## config.mk

```make
export PLATFORM = sky130hd
export DESIGN_NAME = mem_dma_flat
export DESIGN_NICKNAME = d
export VERILOG_FILES = /design/src/rtl/mem_dma_pkg.sv /design/src/rtl/mem_dma_if.sv /design/src/rtl/mem_dma.sv /design/src/flat_wrapper.sv
export SDC_FILE = /design/constraint.sdc
export NUM_CORES = 1
export LEC_CHECK = 0
export ABC_AREA = 0
export ABC_CLOCK_PERIOD_IN_PS = 4300
export BUFFER_PORTS_ARGS = -buffer_cell sky130_fd_sc_hd__clkbuf_2
export CAP_MARGIN = 10
export CORE_MARGIN = 1.5
export CORE_UTILIZATION = 58
export DETAILED_ROUTE_END_ITERATION = 16
export PLACE_DENSITY = 0.95
export SYNTH_ARGS = -nofsm -noshare
export SYNTH_HDL_FRONTEND = slang
export SYNTH_SLANG_ARGS = --single-unit
```

## constraint.sdc

```tcl
create_clock -name i_clk -period 4.3 [get_ports i_clk]
set_input_delay 0.215 -clock i_clk [delete_from_list [all_inputs] [get_ports i_clk]]
set_output_delay 0.215 -clock i_clk [all_outputs]
set_load 0.01 [all_outputs]
```

## src/rtl/mem_dma_pkg.sv

```systemverilog
// Shared constants for the Hack memory-map DMA engine: widths, memory map and FSM encodings.
package mem_dma_pkg;

    localparam int unsigned ADDR_W = 16;
    localparam int unsigned DATA_W = 16;
    localparam int unsigned LEN_W  = 15;

    localparam logic [15:0] RAM_TOP     = 16'h3FFF;
    localparam logic [15:0] SCREEN_BASE = 16'h4000;
    localparam logic [15:0] KBD_ADDR    = 16'h6000;

    localparam logic [2:0] ST_IDLE = 3'd0;
    localparam logic [2:0] ST_RD   = 3'd1;
    localparam logic [2:0] ST_LAT  = 3'd2;
    localparam logic [2:0] ST_WR   = 3'd3;
    localparam logic [2:0] ST_FIN  = 3'd4;

    typedef logic [ADDR_W-1:0] addr_t;
    typedef logic [DATA_W-1:0] data_t;
    typedef logic [LEN_W-1:0]  len_t;

endpackage

```

## src/rtl/mem_dma_if.sv

```systemverilog
// Command and memory-bus signals of the DMA engine; master is the DMA side, slave the environment.
interface mem_dma_if #(
    parameter int unsigned ADDR_WIDTH = mem_dma_pkg::ADDR_W,
    parameter int unsigned DATA_WIDTH = mem_dma_pkg::DATA_W,
    parameter int unsigned LEN_WIDTH  = mem_dma_pkg::LEN_W
) ();

    logic                  start;
    logic [ADDR_WIDTH-1:0] src;
    logic [ADDR_WIDTH-1:0] dst;
    logic [LEN_WIDTH-1:0]  len;
    logic                  active;
    logic                  done;
    logic                  mem_load;
    logic [ADDR_WIDTH-1:0] mem_address;
    logic [DATA_WIDTH-1:0] mem_in;
    logic                  mem_busy;
    logic [DATA_WIDTH-1:0] mem_out;

    modport master (
        input  start, src, dst, len, mem_busy, mem_out,
        output active, done, mem_load, mem_address, mem_in
    );

    modport slave (
        output start, src, dst, len, mem_busy, mem_out,
        input  active, done, mem_load, mem_address, mem_in
    );

endinterface

```

## src/rtl/mem_dma.sv

```systemverilog
// Word-copy engine: reads src, waits one cycle for read data, writes dst; repeats len times.
module mem_dma
    import mem_dma_pkg::*;
#(
    parameter int unsigned ADDR_WIDTH = mem_dma_pkg::ADDR_W,
    parameter int unsigned DATA_WIDTH = mem_dma_pkg::DATA_W,
    parameter int unsigned LEN_WIDTH  = mem_dma_pkg::LEN_W
) (
    input  logic      i_clk,
    input  logic      i_reset,
    mem_dma_if.master io_bus
);

    localparam logic [ADDR_WIDTH-1:0] ADDR_ONE = 1;
    localparam logic [LEN_WIDTH-1:0]  LEN_ONE  = 1;
    localparam logic [LEN_WIDTH-1:0]  LEN_ZERO = '0;

    logic [2:0]            r_state;
    logic [2:0]            w_state_nxt;
    logic [ADDR_WIDTH-1:0] r_src;
    logic [ADDR_WIDTH-1:0] r_dst;
    logic [LEN_WIDTH-1:0]  r_cnt;
    logic [DATA_WIDTH-1:0] r_buf;
    logic                  w_accept;
    logic                  w_take;

    assign w_accept = (r_state == ST_IDLE) && io_bus.start && (io_bus.len != LEN_ZERO);
    // A write only completes when memory is not busy; otherwise WR holds everything.
    assign w_take   = (r_state == ST_WR) && !io_bus.mem_busy;

    always_comb begin
        w_state_nxt = r_state;
        case (r_state)
            ST_IDLE: begin
                if (io_bus.start) begin
                    w_state_nxt = (io_bus.len != LEN_ZERO) ? ST_RD : ST_FIN;
                end
            end
            ST_RD:   w_state_nxt = ST_LAT;
            ST_LAT:  w_state_nxt = ST_WR;
            ST_WR: begin
                if (!io_bus.mem_busy) begin
                    w_state_nxt = (r_cnt == LEN_ONE) ? ST_FIN : ST_RD;
                end
            end
            ST_FIN:  w_state_nxt = ST_IDLE;
            default: w_state_nxt = ST_IDLE;
        endcase
    end

    always_ff @(posedge i_clk) begin
        if (i_reset) begin
            r_state <= ST_IDLE;
            r_src   <= '0;
            r_dst   <= '0;
            r_cnt   <= '0;
            r_buf   <= '0;
        end else begin
            r_state <= w_state_nxt;
            if (w_accept) begin
                r_src <= io_bus.src;
                r_dst <= io_bus.dst;
                r_cnt <= io_bus.len;
            end
            // Read data is valid in the cycle after the address, i.e. during LAT.
            if (r_state == ST_LAT) begin
                r_buf <= io_bus.mem_out;
            end
            if (w_take) begin
                r_src <= r_src + ADDR_ONE;
                r_dst <= r_dst + ADDR_ONE;
                r_cnt <= r_cnt - LEN_ONE;
            end
        end
    end

    assign io_bus.active   = (r_state == ST_RD) || (r_state == ST_LAT) || (r_state == ST_WR);
    assign io_bus.done     = (r_state == ST_FIN);
    assign io_bus.mem_load = (r_state == ST_WR);
    assign io_bus.mem_in   = r_buf;

    always_comb begin
        io_bus.mem_address = '0;
        if (r_state == ST_WR) begin
            io_bus.mem_address = r_dst;
        end else if ((r_state == ST_RD) || (r_state == ST_LAT)) begin
            io_bus.mem_address = r_src;
        end
    end

endmodule

```

## src/flat_wrapper.sv

```systemverilog
// flat-port wrapper written by rule: the top's interface ports become plain ports
module mem_dma_flat import mem_dma_pkg::*;
#(
    parameter int unsigned ADDR_WIDTH = mem_dma_pkg::ADDR_W,
    parameter int unsigned DATA_WIDTH = mem_dma_pkg::DATA_W,
    parameter int unsigned LEN_WIDTH  = mem_dma_pkg::LEN_W
)
  (i_clk, i_reset, io_bus_start, io_bus_src, io_bus_dst, io_bus_len, io_bus_mem_busy, io_bus_mem_out, io_bus_active, io_bus_done, io_bus_mem_load, io_bus_mem_address, io_bus_mem_in);
  mem_dma_if #(.ADDR_WIDTH(ADDR_WIDTH), .DATA_WIDTH(DATA_WIDTH), .LEN_WIDTH(LEN_WIDTH)) io_bus_i ();
  input  logic i_clk;
  input  logic i_reset;
  input wire logic [$bits(io_bus_i.start)-1:0] io_bus_start;
  input wire logic [$bits(io_bus_i.src)-1:0] io_bus_src;
  input wire logic [$bits(io_bus_i.dst)-1:0] io_bus_dst;
  input wire logic [$bits(io_bus_i.len)-1:0] io_bus_len;
  input wire logic [$bits(io_bus_i.mem_busy)-1:0] io_bus_mem_busy;
  input wire logic [$bits(io_bus_i.mem_out)-1:0] io_bus_mem_out;
  output wire logic [$bits(io_bus_i.active)-1:0] io_bus_active;
  output wire logic [$bits(io_bus_i.done)-1:0] io_bus_done;
  output wire logic [$bits(io_bus_i.mem_load)-1:0] io_bus_mem_load;
  output wire logic [$bits(io_bus_i.mem_address)-1:0] io_bus_mem_address;
  output wire logic [$bits(io_bus_i.mem_in)-1:0] io_bus_mem_in;
  assign io_bus_i.start = io_bus_start;
  assign io_bus_i.src = io_bus_src;
  assign io_bus_i.dst = io_bus_dst;
  assign io_bus_i.len = io_bus_len;
  assign io_bus_i.mem_busy = io_bus_mem_busy;
  assign io_bus_i.mem_out = io_bus_mem_out;
  assign io_bus_active = io_bus_i.active;
  assign io_bus_done = io_bus_i.done;
  assign io_bus_mem_load = io_bus_i.mem_load;
  assign io_bus_mem_address = io_bus_i.mem_address;
  assign io_bus_mem_in = io_bus_i.mem_in;
  mem_dma #(.ADDR_WIDTH(ADDR_WIDTH), .DATA_WIDTH(DATA_WIDTH), .LEN_WIDTH(LEN_WIDTH)) u_core (.i_clk(i_clk), .i_reset(i_reset), .io_bus(io_bus_i));
endmodule
```

Yosys cells after proc, flatten, opt, wreduce, memory -nomap -nowiden
Index checks and enable logic that the tools add are counted.
{ "totals": {"ff_bits": 66, "romBits": 0, "ramBits": 0, "output_inout_bits": 35, "latch_bits": 0, "mem_count": 0} }
{ "classes": {"bitwise_logic": 0, "addsub": 3, "n_reduce_logical": 10, "div": 0, "eq_ne": 7, "magnitude_cmp": 0, "shift": 0, "muxes": 13, "multipliers": 0} }
{ "ops": {"columns": ["cell", "count"], "rows": [
  ["$mux 16", 6],
  ["$add 16x1->16 const B", 2],
  ["$mux 15", 2],
  ["$eq 15x1->1 const B", 1],
  ["$reduce_bool 15->1", 1],
  ["$sub 15x1->15 const B", 1],
  ["$mux 3", 4],
  ["$pmux 3 s4", 1],
  ["$eq 3x2->1 const B", 2],
  ["$ne 2x2->1 const B", 2],
  ["$eq 3x1->1 const B", 1],
  ["$eq 3x3->1 const B", 1],
  ["$logic_and 1x1->1", 3],
  ["$logic_not 3->1", 1],
  ["$logic_or 1x1->1", 2],
  ["$reduce_and 2->1", 1],
  ["$reduce_bool 2->1", 1],
  ["$logic_not 1->1", 1]
]} }

Depth between registers and ports, before layout
Gate-level depths: netlist of run 1.
{ "logic_depth": {"word_depth": 5, "depth_mapped": 7} }

Least setup slack after synthesis of run 1
No wires, ideal clock.
{ "synth_timing": {"kind": "register to register", "startpoint": "register u_core.r_cnt[4]", "endpoint": "register u_core.r_cnt[10]", "path_stages_with_launch": 5, "required_time_ns": 4.168, "setup_slack_ns": 2.667, "setup_time_ns": 0.132, "arrival_ns": 1.500, "path_buffers": 0, "path_cell_list": "dfxtp_1 > or4_4 > or3_1 > o221ai_1 > a31oi_1"} }
{ "synth_via": {"elab_chain_len": 2} }
{ "synth_rtl": {"columns": ["element", "line", "source"], "rows": [
  ["start: declaration", "mem_dma.sv:22", "logic [LEN_WIDTH-1:0] r_cnt;"],
  ["start signal: assignment", "mem_dma.sv:63", "r_cnt <= io_bus.len;"],
  ["start signal: assignment", "mem_dma.sv:72", "r_cnt <= r_cnt - LEN_ONE;"],
  ["$sub 15x1->15", "mem_dma.sv:72", null],
  ["$mux 15", "mem_dma.sv:69", "if (w_take) begin"]
]} }
No other way between the ends.
A chain may end at the register's enable or synchronous reset.

Final worst setup path of run 1
{ "layout_timing": {"startpoint": "register u_core.r_state[1]", "endpoint": "output io_bus_mem_address[1]"} }
{ "layout_via": {"elab_chain_len": 4, "elab_cells_between_ends": 6, "classes_between": "eq/ne (3); mux (2); reduce/logical (1)"} }
{ "layout_rtl": {"columns": ["element", "line", "source"], "rows": [
  ["start: declaration", "mem_dma.sv:18", "logic [2:0] r_state;"],
  ["start signal: assignment", "mem_dma.sv:59", "r_state <= w_state_nxt;"],
  ["$eq 3x1->1 / $eq 3x2->1 (equally long branches)", "mem_dma.sv:86", "end else if ((r_state == ST_RD) || (r_state == ST_LAT)) begin"],
  ["$logic_or 1x1->1", "mem_dma.sv:86", null],
  ["$mux 16", "mem_dma.sv:86", null],
  ["$mux 16 *", "mem_dma.sv:84", "if (r_state == ST_WR) begin"],
  ["end: declaration", "flat_wrapper.sv:21", "output wire logic [$bits(io_bus_i.mem_address)-1:0] io_bus_mem_address;"]
]} }
Mark *: on every way between the ends. The rest lies on a longest branch, timed or not.

==> results of run 1 <==
-- sequential cells by signal, indices dropped and copies added, names as in the netlist --
signal                count
u_core.r_state            3
u_core.r_cnt             15
u_core.io_bus.mem_in     16
u_core.r_dst             16
u_core.r_src             16
-- worst min-delay path by stage --
stage                               end  slack (ns)  cells after the start
4_1_cts        u_core.io_bus.mem_in[15]        0.06                      3
2_1_floorplan   u_core.io_bus.mem_in[0]        0.35                      2
3_3_place_gp    u_core.io_bus.mem_in[2]        0.44                      3
3_5_place_dp   u_core.io_bus.mem_in[15]        0.44                      3
6_report        u_core.io_bus.mem_in[9]        0.07                      3
5_1_grt         u_core.io_bus.mem_in[9]        0.06                      3
-- synthesized netlist by cell type, types with 3 or more instances --
| master | count |
|---|---|
| sky130_fd_sc_hd__o221ai_1 | 9 |
| sky130_fd_sc_hd__a32oi_1 | 3 |
| sky130_fd_sc_hd__nand4_1 | 13 |
| sky130_fd_sc_hd__o21ai_0 | 7 |
| sky130_fd_sc_hd__and4_1 | 4 |
| sky130_fd_sc_hd__o211ai_1 | 19 |
| sky130_fd_sc_hd__ha_1 | 4 |
| sky130_fd_sc_hd__nand3_1 | 23 |
| sky130_fd_sc_hd__buf_2 | 19 |
| sky130_fd_sc_hd__inv_1 | 9 |
| sky130_fd_sc_hd__a211oi_1 | 4 |
| sky130_fd_sc_hd__nor3_1 | 20 |
| sky130_fd_sc_hd__nor4b_1 | 4 |
| sky130_fd_sc_hd__nor2_1 | 27 |
| sky130_fd_sc_hd__or3_1 | 5 |
| sky130_fd_sc_hd__o21a_1 | 3 |
| sky130_fd_sc_hd__a41oi_1 | 3 |
| sky130_fd_sc_hd__nor3b_1 | 6 |
| sky130_fd_sc_hd__nor4_1 | 14 |
| sky130_fd_sc_hd__a31oi_1 | 23 |
| sky130_fd_sc_hd__a21oi_1 | 40 |
| sky130_fd_sc_hd__and2_1 | 9 |
| sky130_fd_sc_hd__clkbuf_1 | 21 |
| sky130_fd_sc_hd__dfxtp_1 | 66 |
| sky130_fd_sc_hd__a22o_1 | 16 |
| sky130_fd_sc_hd__mux2i_1 | 8 |
| sky130_fd_sc_hd__and3_1 | 4 |
| sky130_fd_sc_hd__nand2_1 | 49 |
-- layout make-up --
cell class	count	area (µm²)
Fill cell	503	1810
Inverter	9	33.8
Multi-Input combinational cell	368	2370
Timing Repair Buffer	110	593
Sequential cell	66	1320
Clock inverter	7	101
Tap cell	77	96.3
Clock buffer	9	124
-- power by group --
group	leakage, nW	switching, mW	total [mW]	internal [mW]
Combinational	1.15	0.170	0.301	0.130
Clock	0.106	0.267	0.599	0.331
Sequential	0.541	0.0645	0.722	0.658
-- layer usage --
layer | vias up | track usage, % | routed length (µm)
met3 | 37 | 8.95 | 1330
li1 | 2042 | - | -
met4 | 0 | 12.4 | 345
met1 | 2063 | 40.2 | 4530
met5 | - | 0 | 0
met2 | 326 | 55.6 | 5640
-- kinds of logic after synthesis --
logic type,after synthesis,synth area share [%]
compound gates,155,28.3
mux,8,2.04
fa+ha+maj,4,1.28
flops,66,33.7
buf+inv,52,5.77
xor+xnor,2,0.447
simple gates,199,28.5
-- per-stage QoR --
step,setup WS (ns),area (µm²),total power [mW],hold WS [ns]
2_1_floorplan,2.67,3920,0.915,0.351
3_3_place_gp,1.85,4390,1.00,0.438
3_5_place_dp,1.69,4390,1.02,0.444
4_1_cts,1.63,4620,1.61,0.0635
5_1_grt,1.54,4640,1.69,0.0642
6_report,1.63,4640,1.62,0.0704
-- worst max-delay path, cell delays in order, from the launching register on --
cell                       delay (ns)
sky130_fd_sc_hd__dfxtp_1         0.49
sky130_fd_sc_hd__nand2_1         0.14
sky130_fd_sc_hd__nor2_1          0.99
sky130_fd_sc_hd__a22o_1          0.33
sky130_fd_sc_hd__clkbuf_2        0.14
==> impl_summary.md, run 1 <==
Global routing
Global routing used between 30% and 40% of the available tracks across all layers. The global-route wire length before repair is 19.3 mm. The via count of the first global-routing pass is 4,082. Entering global routing, the biggest net connects 48 pins. The remaining global-route overflow is 0. The number of antenna violations at the first check in global routing is 0.

Pwr
In this run the static leakage power is 1.80 nW. The peak supply drop is 0.000193 V. Power spread over the standard cell area amounts to 349 mW/mm².

Setup path
The worst register-to-register path begins at u_core.r_state[0]. The number of cells on the worst reg-to-reg path is 3. The critical path startpoint is u_core.r_state[1]. The worst register-to-register path has a setup slack of 1.87 ns. STA puts the critical path data required time at 4.09 ns. Of all nets on the critical path, the largest fanout is 17. The reg-to-reg critical path endpoint is u_core.r_src[1]. By startpoint and endpoint, the worst setup path is classified as reg2out. Data arrives at the worst endpoint at 2.45 ns. The category of the worst setup path launch point is a flip-flop. The worst setup path endpoint is io_bus_mem_address[1]. The critical path capture point type is an output pin.

Placed design
The number of placed instances with taps included is roughly 630. The quantity of I/O buffers inserted on ports is 101. Summed over all nets, the half-perimeter wirelength after detailed placement is 7.95 mm.

The final weighted congestion in routability-driven placement is 0.928.

Final layout
The library cells used most frequently in the layout, excluding fill and tap cells, are sky130_fd_sc_hd__clkbuf_2 (101), sky130_fd_sc_hd__dfxtp_1 (66), sky130_fd_sc_hd__nand2_1 (49). The number of nets in the layout is approximately 640. The share of cells above drive strength 1 is 24.6%. The area growth from synthesis to layout is 18.4%. Cells fill between 70% and 80% of the core in the end. The commonest non-fill, non-tap cell in the layout is sky130_fd_sc_hd__clkbuf_2. The number of antenna diodes in the final layout is 0. Leaving out filler cells and counting taps, the final layout contains 646.

Detailed routing
The total iterations of the first detailed-routing run is 11. The per-cell routed wire length is 18.3 µm. Detailed routing inserted a total of between 4,000 and 5,000 vias. The detailed-route wire length is 11.8 mm.

In this run the remaining antenna-violating nets after routing total 0. The first routing iteration left 452 violations. The residual DRC count is 8.

The via-per-instance ratio is approximately 6.9.

Timing
Setup repair after global routing left no endpoint under its margin. Across the routed clock network, the largest skew measured is 0.0104 ns. At the pin with the least slew margin, the transition time is 1.30 ns.

Setup violations remaining at the end of the flow were counted as 0. The final hold violation count came to 0. The final-report max-slew violation count is 0. The worst pin sits at a relative slew slack of 13.3%. Timing would allow up to 0.375 GHz. The final critical delay including setup and external delays is 2.67 ns.

The setup total negative slack is 0 ns. The worst path uses between 60 and 70% of the clock period.

Run status
The checks that failed: DRC. The run finished, with violations left.

Synthesis
Yosys mapped the design onto 68 distinct sky130hd cell types. The number of enable flip-flop cells after synthesis is 0. The portion of the post-synthesis area used by sequential elements is 33.7%. Of all cell types, the one taking the most synthesized area is sky130_fd_sc_hd__dfxtp_1. In the synthesized netlist the dominant register cell turns out to be sky130_fd_sc_hd__dfxtp_1. During synthesis, Yosys emitted a total of 0 warnings. Counting every net in the synthesized netlist gives 557. The proportion of netlist area held by the largest area contributor is 33.7%.

The area of the mapped netlist is 0.00392 mm². In the synthesized netlist, the number of instances is 486. Sorting the synthesized cells by area gives the leading types as sky130_fd_sc_hd__dfxtp_1 (34%), sky130_fd_sc_hd__a21oi_1 (5.1%), sky130_fd_sc_hd__nand2_1 (4.7%).

After synthesis, the share of flip-flops with an asynchronous set or reset is 0%. After synthesis the netlist holds a flip-flop and latch count of 66. The mean post-synth cell area is 8.07 µm².

CTS
Clock-pin slew was measured on the worst setup and hold paths at roughly 0.08 ns. The number of clock buffers inserted by TritonCTS is 9. TritonCTS built the clock tree. The buffer cell driving the clock tree root is sky130_fd_sc_hd__clkbuf_8. In this run the post-CTS setup repair buffer count came out at 0. The source-to-sink clock delay at the later pin of the worst-skew pair is 0.36 ns. The number of buffers between clock root and the deepest sink is 2. Post-CTS repair changed the size of 0 cells. The H-tree was split into 3 levels. The clock drives 66 sinks. The number of buffers inserted for hold repair after clock tree synthesis is 0.

Floorplan
The I/O pin count is 102. The die covers 0.00727 mm². The starting utilization of the core area is 60.7%.

The core outline area is around 0.0065 mm². The floorplan has 29 rows. The die height is ~85 µm. The die width is 85.2 µm.

Run
The max-capacitance violation count is 0.

Min path
In this run the most critical hold path is launched from io_bus_mem_out[9]. The worst min-delay path class is in2reg.
Power figures use the tool's default switching activity.
==> run 2, diff against run 1 <==
Settings changed: ABC_CLOCK_PERIOD_IN_PS 4300 to 2550, CORE_UTILIZATION 58 to 53, PLACE_DENSITY 0.95 to 0.89.
Clock period 4.3 ns to 2.55 ns, I/O delays scaled along.
==> run 2 against run 1 <==
  * The run now ends clean
  * Sequential cell count stayed put
  * Die area is 9.1% higher
  * First-iteration DRC count is 2.2% higher
  * Count of clock-buffer cells in the layout is 1 higher
  * Power is 58% higher
  * Sequential share of layout area is 1.0 points lower
  * Wire length is 2.0% higher
  * Worst setup slack worse by 1.2 ns
  * Hold slack worse by 0.051 ns
  * Via count is 0.51% higher
  * Clock power is 38% higher
  * Non-clock buffer count is 21 higher
  * Largest cell class unchanged
==> impl_summary.md, run 2 (synthesis gave the netlist of run 1 again) <==
Setup path
STA classifies the critical path endpoint as a flip-flop. The reg-to-reg critical path endpoint is u_core.r_src[2]. The worst setup path endpoint is u_core.r_src[2].

The kind of critical path is reg2reg. In this run the critical register-to-register path is launched from u_core.r_state[0]. The worst setup path is launched from a flip-flop. The number of cells on the worst reg-to-reg path is 5. The highest net fanout along the worst path is 17.

The critical path startpoint is u_core.r_state[0]. STA puts the critical path data arrival time at 2.39 ns. Data on the critical path is required at its endpoint by about 2.9 ns.

For flop-to-flop paths, the worst setup slack is 0.47 ns.

Final layout
At the end of the flow the core is filled with cells to 66.8%. The number of antenna diodes in the final layout is 0. From synthesis to final layout, the design area changed by 22.8%. The number of nets in the layout is 656. Cells with a size suffix above 1 make up 24.6% of the layout. Counting the fill cells in the layout gives 608. The commonest non-fill, non-tap cell in the layout is sky130_fd_sc_hd__clkbuf_2. The finished cells cover between 0.004 and 0.005 mm². Leaving out fill and tap cells, the most frequent cells in the layout are sky130_fd_sc_hd__clkbuf_2 (101), sky130_fd_sc_hd__dfxtp_1 (66), sky130_fd_sc_hd__nand2_1 (49).

Timing
Summed over all failing endpoints, the final setup total negative slack is 0 ns. The peak clock frequency supported by timing is between 0.4 and 0.5 GHz. The tightest hold path in the finished design has a slack of 0.0190 ns. The final-report max-slew violation count is 0. For the final database, setup skew stands at ~0.013 ns.

The final critical delay including setup and external delays is 2.08 ns. The tightest slew margin relative to the limit is 61.3%. The final hold violation count is 0. At the pin with the least slew margin, the transition time is 0.580 ns. Setup repair after global routing left no endpoint under its margin. Setup violations remaining at the end of the flow were counted as 0.

The post-route clock period utilization is 81.4%.

Pwr
The static leakage power is 1.87 nW. The total power per unit cell area is between 500 and 600 mW/mm². IR analysis of the VDD net gives a maximum drop of 0.000286 V.

Floorplan
The total area inside the core boundary comes to between 0.007 and 0.008 mm². Pin placement for this block handled just over 100 I/O pins. The die height is 89.0 µm. The die area is approximately 0.0079 mm². Row generation in the floorplan step produced 31 rows. The die is between 80 and 90 µm wide. The starting utilization of the core area is between 50 and 60%.

Detailed routing
The detailed-route wire length is 12.1 mm. After detailed routing, the number of remaining DRC violations is 0. The pre-antenna-repair detailed-routing pass consisted of 5 iterations.

The via-per-instance ratio is 6.52. The count of vias placed by the detailed router is 4,491. The remaining antenna violation count after routing is 0. The per-cell routed wire length is between 15 and 20 µm. The number of DRC violations after detailed-routing iteration 0 is between 400 and 500.

Global routing
The via count of the first global-routing pass is 4,047. The number of antenna violations at the first check in global routing is 0. The total global-route track usage is between 30% and 40%. The largest net degree at the start of global routing is slightly below 50. For this run the aggregate overflow at the end of global routing stands at 0. The global-route wire length before repair is 18.9 mm.

CTS
Clock tree synthesis found a total of 66 sinks. The number of setup buffers added after CTS is 0. The clock transition at the register clock pins on the worst setup and hold paths after CTS is 0.08 ns.

The H-tree generated during clock tree synthesis spans 3 levels. TritonCTS built the clock tree. The number of clock buffers inserted by TritonCTS is 9.

The number of buffers between clock root and the deepest sink is 2. The buffer cell driving the clock tree root is sky130_fd_sc_hd__clkbuf_8. Clock latency on the worst-skew pair, taken at its later pin, is around 0.37 ns.

Run
The max-capacitance violation count is 0.

Min path
In this run the worst hold path is classified as in2reg.

Placed design
The quantity of I/O buffers inserted on ports is 101. The placed instances occupy a cell area of between 0.004 and 0.005 mm². The HPWL reported at the end of detailed placement is 8.23 mm. The congestion estimate from routability-driven global placement came to 0.925.

Run status
The run finished with clean final reports.
run 2: cell count changes in the layout (fill, tap and decap cells not counted), moves of 2 or more:
cell,previous run,this run
sky130_fd_sc_hd__clkinv_2,0,2
sky130_fd_sc_hd__dlygate4sd3_1,0,16
sky130_fd_sc_hd__bufinv_16,2,0
sky130_fd_sc_hd__inv_6,2,0
sky130_fd_sc_hd__buf_4,8,13
run 2: metal layers:
metal  vias up  track usage (%)  part of all wire, %
met5         -                0                    0
met4         0             13.1                  2.8
met3        44             7.02                  8.4
met2       283             52.6                   49
met1      2086             36.6                   40
li1       2078                -                    -
run 2: through the flow:
stage | instances | setup WS [ns] | power, mW
finish | 689 | 0.474 | 2.57
global placement | 657 | 0.687 | 1.71
floorplan | 486 | 0.917 | 1.54
detailed placement | 657 | 0.570 | 1.73
global route | 689 | 0.338 | 2.68
CTS | 689 | 0.525 | 2.56
run 2: repair_timing:
item	in CTS	in global routing
hold endpoints to repair	16	0
resized for setup	0	0
hold buffers	16	0
run 2: layout make-up:
class                           count  area, µm²  share of cell area [%]
Multi-Input combinational cell    368       2370                    49.3
Timing Repair Buffer              131        783                    16.3
Sequential cell                    66       1320                    27.4
Clock inverter                      6       42.5                   0.883
Clock buffer                       10        138                    2.86
Tap cell                           99        124                    2.57
Inverter                            9       33.8                   0.701
run 2: worst min path at each step:
stage	start	endpoint	slack [ns]	depth (start not counted)
after global placement	io_bus_mem_out[4]	u_core.io_bus.mem_in[4]	0.35	3
after floorplan	io_bus_mem_out[0]	u_core.io_bus.mem_in[0]	0.26	2
after detailed placement	io_bus_mem_out[10]	u_core.io_bus.mem_in[10]	0.35	3
final	io_bus_src[11]	u_core.r_src[11]	0.02	3
after CTS	io_bus_src[11]	u_core.r_src[11]	0.02	3
after global routing	io_bus_src[11]	u_core.r_src[11]	0.03	3
run 2: critical path, stage by stage, from the launching register on:
cell and delay [ns]:
sky130_fd_sc_hd__dfxtp_1 0.40, sky130_fd_sc_hd__nor2_1 0.30, sky130_fd_sc_hd__nand3b_1 0.46, sky130_fd_sc_hd__buf_4 0.38
sky130_fd_sc_hd__o21ai_0 0.27, sky130_fd_sc_hd__o221a_1 0.22
run 2: power breakdown:
part	total, mW	internal (mW)	leakage, nW	switching (mW)
Sequential	1.22	1.11	0.541	0.112
Combinational	0.520	0.235	1.24	0.285
Clock	0.825	0.378	0.0882	0.447
Total	2.57	1.72	1.87	0.843
